--- config.mk ---
export PLATFORM = sky130hd
export DESIGN_NAME = ldtu_stream_decoder_flat
export DESIGN_NICKNAME = d
export VERILOG_FILES = /design/src/rtl/ldtu_stream_decoder_if.sv /design/src/rtl/ldtu_stream_decoder.sv /design/src/flat_wrapper.sv
export SDC_FILE = /design/constraint.sdc
export NUM_CORES = 1
export LEC_CHECK = 0
export CAP_MARGIN = 15
export CORE_ASPECT_RATIO = 2
export CORE_MARGIN = 8
export CORE_UTILIZATION = 42
export CTS_CLUSTER_SIZE = 24
export DETAILED_ROUTE_END_ITERATION = 10
export PLACE_DENSITY = 0.67
export SLEW_MARGIN = 25
export SYNTH_ARGS = -nofsm -noshare
export SYNTH_HDL_FRONTEND = slang
export SYNTH_SLANG_ARGS = --single-unit
export TNS_END_PERCENT = 30
--- constraint.sdc ---
create_clock -name clk -period 3.5 [get_ports clk]
set_input_delay 0.875 -clock clk [delete_from_list [all_inputs] [get_ports clk]]
set_output_delay 0.875 -clock clk [all_outputs]
set_load 0.1 [all_outputs]
--- src/rtl/ldtu_stream_decoder_if.sv ---
// rtl/ldtu_stream_decoder_if.sv - word input, sample output and status bundle of the LiTe-DTU stream decoder
interface ldtu_stream_decoder_if #(
    parameter int NBITS_SAMPLE = 13,
    parameter int ERR_CNT_W    = 8
);
    logic [31:0]             in_data;
    logic                    in_valid;
    logic                    in_ready;
    logic [NBITS_SAMPLE-1:0] out_sample;
    logic                    out_baseline;
    logic                    out_valid;
    logic                    out_ready;
    logic                    orbit_pulse;
    logic                    sync_pulse;
    logic                    err_pulse;
    logic [ERR_CNT_W-1:0]    err_count;

    modport master (
        output in_data, in_valid, out_ready,
        input  in_ready, out_sample, out_baseline, out_valid,
               orbit_pulse, sync_pulse, err_pulse, err_count
    );

    modport slave (
        input  in_data, in_valid, out_ready,
        output in_ready, out_sample, out_baseline, out_valid,
               orbit_pulse, sync_pulse, err_pulse, err_count
    );
endinterface

--- src/rtl/ldtu_stream_decoder.sv ---
// rtl/ldtu_stream_decoder.sv - unpacks LiTe-DTU normal-mode words into a one-sample-per-cycle stream
module ldtu_stream_decoder #(
    parameter int          NBITS_SAMPLE = 13,
    parameter int          NBITS_BAS    = 6,
    parameter int          ERR_CNT_W    = 8,
    parameter logic [31:0] IDLE_WORD    = 32'hF000_0000
) (
    input  logic                  clk,
    input  logic                  reset,
    ldtu_stream_decoder_if.slave  bus
);
    localparam logic [12:0] HDR_PATTERN  = 13'b1111000001111;
    localparam logic [12:0] SYNC_PATTERN = 13'b0101010101010;

    typedef enum logic {EMPTY, UNPACK} state_t;

    state_t                  state;
    logic [29:0]             word_reg;
    logic                    base_reg;
    logic [2:0]              idx;
    logic [2:0]              last_idx;
    logic [NBITS_SAMPLE-1:0] out_sample;
    logic                    out_baseline;
    logic                    orbit_pulse;
    logic                    sync_pulse;
    logic                    err_pulse;
    logic [ERR_CNT_W-1:0]    err_count;

    logic [2:0] n_new;
    logic       base_new;
    logic       err_new;
    logic       orbit_new;
    logic       sync_new;
    logic       in_ready;
    logic       accept;

    // Sample k of a word: baseline samples are 6-bit lanes, signal samples 13-bit lanes.
    function automatic logic [NBITS_SAMPLE-1:0] sample_of(input logic [29:0] w,
                                                          input logic b,
                                                          input logic [2:0] k);
        logic [29:0] sh;
        if (b) begin
            sh = w >> (NBITS_BAS * int'(k));
            return NBITS_SAMPLE'(sh[NBITS_BAS-1:0]);
        end
        sh = w >> (NBITS_SAMPLE * int'(k));
        return sh[NBITS_SAMPLE-1:0];
    endfunction

    always_comb begin
        n_new     = 3'd0;
        base_new  = 1'b0;
        err_new   = 1'b0;
        orbit_new = 1'b0;
        sync_new  = 1'b0;
        if (bus.in_data == IDLE_WORD) begin
            n_new = 3'd0;
        end else if (bus.in_data[31:30] == 2'b01) begin
            n_new    = 3'd5;
            base_new = 1'b1;
        end else if (bus.in_data[31:30] == 2'b10) begin
            if (bus.in_data[29:24] >= 6'd1 && bus.in_data[29:24] <= 6'd4) begin
                n_new    = bus.in_data[26:24];
                base_new = 1'b1;
            end else begin
                err_new = 1'b1;
            end
        end else if (bus.in_data[31:26] == 6'b001010) begin
            n_new = 3'd2;
        end else if (bus.in_data[31:26] == 6'b001011) begin
            if (bus.in_data[25:13] == HDR_PATTERN) begin
                n_new     = 3'd1;
                orbit_new = 1'b1;
            end else if (bus.in_data[25:13] == SYNC_PATTERN) begin
                n_new    = 3'd1;
                sync_new = 1'b1;
            end else begin
                err_new = 1'b1;
            end
        end else begin
            err_new = 1'b1;
        end
    end

    // Ready during the last presented sample so consecutive words stream without a gap.
    assign in_ready = (state == EMPTY) || (bus.out_ready && idx == last_idx);
    assign accept   = bus.in_valid && in_ready;

    always_ff @(posedge clk) begin
        if (!reset) begin
            state        <= EMPTY;
            word_reg     <= '0;
            base_reg     <= 1'b0;
            idx          <= 3'd0;
            last_idx     <= 3'd0;
            out_sample   <= '0;
            out_baseline <= 1'b0;
            orbit_pulse  <= 1'b0;
            sync_pulse   <= 1'b0;
            err_pulse    <= 1'b0;
            err_count    <= '0;
        end else begin
            orbit_pulse <= 1'b0;
            sync_pulse  <= 1'b0;
            err_pulse   <= 1'b0;
            if (state == UNPACK && bus.out_ready) begin
                if (idx == last_idx) begin
                    state <= EMPTY;
                end else begin
                    idx        <= idx + 3'd1;
                    out_sample <= sample_of(word_reg, base_reg, idx + 3'd1);
                end
            end
            if (accept) begin
                orbit_pulse <= orbit_new;
                sync_pulse  <= sync_new;
                err_pulse   <= err_new;
                if (err_new && err_count != {ERR_CNT_W{1'b1}})
                    err_count <= err_count + ERR_CNT_W'(1);
                if (n_new != 3'd0) begin
                    state        <= UNPACK;
                    word_reg     <= bus.in_data[29:0];
                    base_reg     <= base_new;
                    idx          <= 3'd0;
                    last_idx     <= n_new - 3'd1;
                    out_sample   <= sample_of(bus.in_data[29:0], base_new, 3'd0);
                    out_baseline <= base_new;
                end
            end
        end
    end

    assign bus.in_ready     = in_ready;
    assign bus.out_valid    = (state == UNPACK);
    assign bus.out_sample   = out_sample;
    assign bus.out_baseline = out_baseline;
    assign bus.orbit_pulse  = orbit_pulse;
    assign bus.sync_pulse   = sync_pulse;
    assign bus.err_pulse    = err_pulse;
    assign bus.err_count    = err_count;
endmodule

--- src/flat_wrapper.sv ---
// flat-port wrapper written by rule: the top's interface ports become plain ports
module ldtu_stream_decoder_flat 
#(
    parameter int          NBITS_SAMPLE = 13,
    parameter int          NBITS_BAS    = 6,
    parameter int          ERR_CNT_W    = 8,
    parameter logic [31:0] IDLE_WORD    = 32'hF000_0000
)
  (clk, reset, bus_in_data, bus_in_valid, bus_out_ready, bus_in_ready, bus_out_sample, bus_out_baseline, bus_out_valid, bus_orbit_pulse, bus_sync_pulse, bus_err_pulse, bus_err_count);
  ldtu_stream_decoder_if #(.NBITS_SAMPLE(NBITS_SAMPLE), .ERR_CNT_W(ERR_CNT_W)) bus_i ();
  input  logic clk;
  input  logic reset;
  input wire logic [$bits(bus_i.in_data)-1:0] bus_in_data;
  input wire logic [$bits(bus_i.in_valid)-1:0] bus_in_valid;
  input wire logic [$bits(bus_i.out_ready)-1:0] bus_out_ready;
  output wire logic [$bits(bus_i.in_ready)-1:0] bus_in_ready;
  output wire logic [$bits(bus_i.out_sample)-1:0] bus_out_sample;
  output wire logic [$bits(bus_i.out_baseline)-1:0] bus_out_baseline;
  output wire logic [$bits(bus_i.out_valid)-1:0] bus_out_valid;
  output wire logic [$bits(bus_i.orbit_pulse)-1:0] bus_orbit_pulse;
  output wire logic [$bits(bus_i.sync_pulse)-1:0] bus_sync_pulse;
  output wire logic [$bits(bus_i.err_pulse)-1:0] bus_err_pulse;
  output wire logic [$bits(bus_i.err_count)-1:0] bus_err_count;
  assign bus_i.in_data = bus_in_data;
  assign bus_i.in_valid = bus_in_valid;
  assign bus_i.out_ready = bus_out_ready;
  assign bus_in_ready = bus_i.in_ready;
  assign bus_out_sample = bus_i.out_sample;
  assign bus_out_baseline = bus_i.out_baseline;
  assign bus_out_valid = bus_i.out_valid;
  assign bus_orbit_pulse = bus_i.orbit_pulse;
  assign bus_sync_pulse = bus_i.sync_pulse;
  assign bus_err_pulse = bus_i.err_pulse;
  assign bus_err_count = bus_i.err_count;
  ldtu_stream_decoder #(.NBITS_SAMPLE(NBITS_SAMPLE), .NBITS_BAS(NBITS_BAS), .ERR_CNT_W(ERR_CNT_W), .IDLE_WORD(IDLE_WORD)) u_core (.clk(clk), .reset(reset), .bus(bus_i));
endmodule
==> qor.txt <==
Slew HR: 0.459
Fin Hold WS: 461 ps
RD Place Congestion: 0.865
Worst r2r dst: u_core.bus.err_count[3]
Req. time, crit path: 3680 ps
Leading area contributor after synthesis: dfxtp_1
FMAX: 306 MHz
Clock Tree Buf Depth: 2
Port Buffers: 62
Comb pwr share: 0.226
Die ar.: 11,000 µm²
Post-cts repair resize count: 0
Power per Cell Area: 466 nW/µm²
Main synth FF type: dfxtp_1
Worst Path Class, Setup: in -> reg
GRT overflow: 0
Crit path launch: bus_in_data[30]
Post-Synthesis Cells: 399
Reg2reg start: u_core.idx[2]
IO Count: 63
Share of layout cells above drive strength 1: 0.224
Drt pass-1 iters: 4
Most frequent cell on the critical path: ha_1
Global-route wire length before repair: 17.2 mm
Drt drc: 0
Drt wl/cell: 18.3 µm
Detail Route Antenna Nets: 0
Yosys top cell area share: 0.381
Syn_area_per_cell: 8.16 µm²
Worst hold path class: reg -> reg
Initial antenna violation count: 0
Non-filler cells, final: 586
CP endpoint: u_core.base_reg
Initial Util: 0.432
Area Growth Syn to Fin: 36.8%
Rows: 45
Final slew viol count: 0
Lkg Pwr: 1.72 nW
Crit path max fanout: 26
RSZ-0062 raised after global routing: no
Die Y: 141 µm
Drt initial violations: 198
WP data arrival: 3450 ps
Maximum VDD drop: 0.391 mV
Vias per cell: 5.67
Unique masters post-synth: 60
Fin Setup TNS: 0 ps
Core box area: 7540 µm²
Max reg flops: 30
WP buf/inv: 4
Psw: 0.644 mW
Top-count cell post-synth: nand2_1
Reg2Reg Depth: 6
Yosys warns: 0
Clock network fraction of total power: 0.392
Synthesized Nets: 444
Hold_buf cts: 0
Inserted Diodes: 0
Vias in the first global route: 3,439
NumNets Final: 533
Total global-route track usage: 0.198
Outcome: finished, final reports clean
Worst Setup Start Kind: primary input
EDFF count, synth: 0
Worst-Margin Slew: 811 ps
Flop pwr share: 0.382
Total number of H-tree levels: 3
Final count of hold timing violations: 0
Count of state elements after synthesis: 62
Largest net degree at the start of global routing: 47
Peak per-stage delay on the critical path: 510 ps
Cells after DPL: 571
Area contributors post-synth: dfxtp_1, nand2_1, a21oi_1, mux2_2, ha_1
Sw frac: 0.310
Endpoint class of the critical path: flop
Async SR Flop Fraction: 0
# setup viols final: 0
Internal Power: 1.43 mW
Post-layout min period: 3270 ps
Stages on the worst setup path: 14
CTS sink count: 62
Mapped cell area: 3260 µm²
Post-CTS Setup Inserts: 0
CTS tree: done
Clk_lat worst skew: 330 ps
Crit-path slowest cell: clkdlybuf4s50_1
R2R setup slack: 1310 ps
Worst clock skew: 4.66 ps
Total CTS buffers: 9
Hpwl dp: 8.23 mm
Worst-path cell chain: clkdlybuf4s50_1, inv_1, ha_1, buf_4, nor2_1, a21oi_1, or3_1, ha_1, ha_1, or2_1, buf_12, nand2_1, o21a_1, nor2_1
Via count: 3,323
Seq/Total Area, Yosys: 0.381
Cell family with most CP delay: buffers and inverters
Post-synth top cells: nand2_1, dfxtp_1, a21oi_1
Clock root cell: clkbuf_16
Chip width: 78.3 µm
Max-Cap Viols: 0
Final critical-path share of the clock period: 0.935
Worst-path clk slew: 50 ps
Post-Route WL: 10.7 mm
-- layout make-up --
class / count / area [µm²]
Multi-Input combinational cell: 305 / 1900
Fill cell: 724 / 3090
Clock inverter: 4 / 22.5
Timing Repair Buffer: 103 / 893
Tap cell: 94 / 118
Inverter: 7 / 26.3
Sequential cell: 62 / 1240
Clock buffer: 11 / 253
-- layout by cell type, fill, tap and decap left out, drive strengths merged, types with 8 or more instances in the layout --
master / synthesis / final
buf: 8 / 68
clkdlybuf4s50: 0 / 35
nand3: 11 / 11
a22oi: 9 / 9
clkbuf: 17 / 11
or3: 9 / 9
dfxtp: 62 / 62
nor2: 17 / 17
o21ai: 20 / 20
ha: 9 / 9
mux2: 11 / 11
mux2i: 8 / 8
a21oi: 49 / 49
nand2: 81 / 81
-- metrics by stage --
stage / power, mW / utilization / worst slack (ps) / instance area, µm²
finish: 2.08 / 0.590 / 229 / 4450
global route: 2.16 / 0.590 / 20.4 / 4450
floorplan: 1.09 / - / 387 / 3260
detailed placement: 1.27 / 0.551 / -271 / 4150
global placement: 1.26 / 0.551 / -198 / 4150
CTS: 2.09 / 0.587 / 71.4 / 4430
-- per-layer routing --
metal | vias to the layer above | wire, µm | track usage
li1 | 1620 | - | -
met1 | 1582 | 3910 | 0.192
met2 | 91 | 5910 | 0.362
met3 | 30 | 478 | 0.0506
met4 | 0 | 437 | 0.110
met5 | - | 0 | 0
-- worst min-delay path by stage --
| stage | startpoint | end | slack [ps] | depth (start not counted) |
|---|---|---|---|---|
| 5_1_grt | u_core.word_reg[3] | u_core.word_reg[3] | 480 | 2 |
| 6_report | u_core.word_reg[2] | u_core.word_reg[2] | 460 | 2 |
| 3_5_place_dp | u_core.word_reg[2] | u_core.word_reg[2] | 450 | 2 |
| 2_1_floorplan | u_core.word_reg[2] | u_core.word_reg[2] | 440 | 2 |
| 4_1_cts | u_core.word_reg[2] | u_core.word_reg[2] | 450 | 2 |
| 3_3_place_gp | u_core.word_reg[2] | u_core.word_reg[2] | 450 | 2 |
-- cell families after synthesis --
group / after synthesis / synth area share
compound gates: 109 / 0.211
mux: 19 / 0.0626
fa+ha+maj: 9 / 0.0346
simple gates: 161 / 0.249
xor+xnor: 7 / 0.0211
flops: 62 / 0.381
buf+inv: 32 / 0.0415
-- worst register-to-register path, stage by stage, from the launching register on --
cell     delay [ps]
dfxtp_1         350
xnor2_1         280
a41oi_1         380
a31oi_2         320
nand4_4         230
or3_1           400
a21oi_1         150
-- power by group through the flow --
stage               combinational [mW]  clock (mW)  sequential (mW)
floorplan                        0.178           0            0.910
global placement                 0.458           0            0.804
detailed placement               0.463           0            0.806
CTS                              0.466       0.836            0.791
global route                     0.502       0.865            0.797
finish                           0.470       0.815            0.793
(Power assumes the default switching activity.)
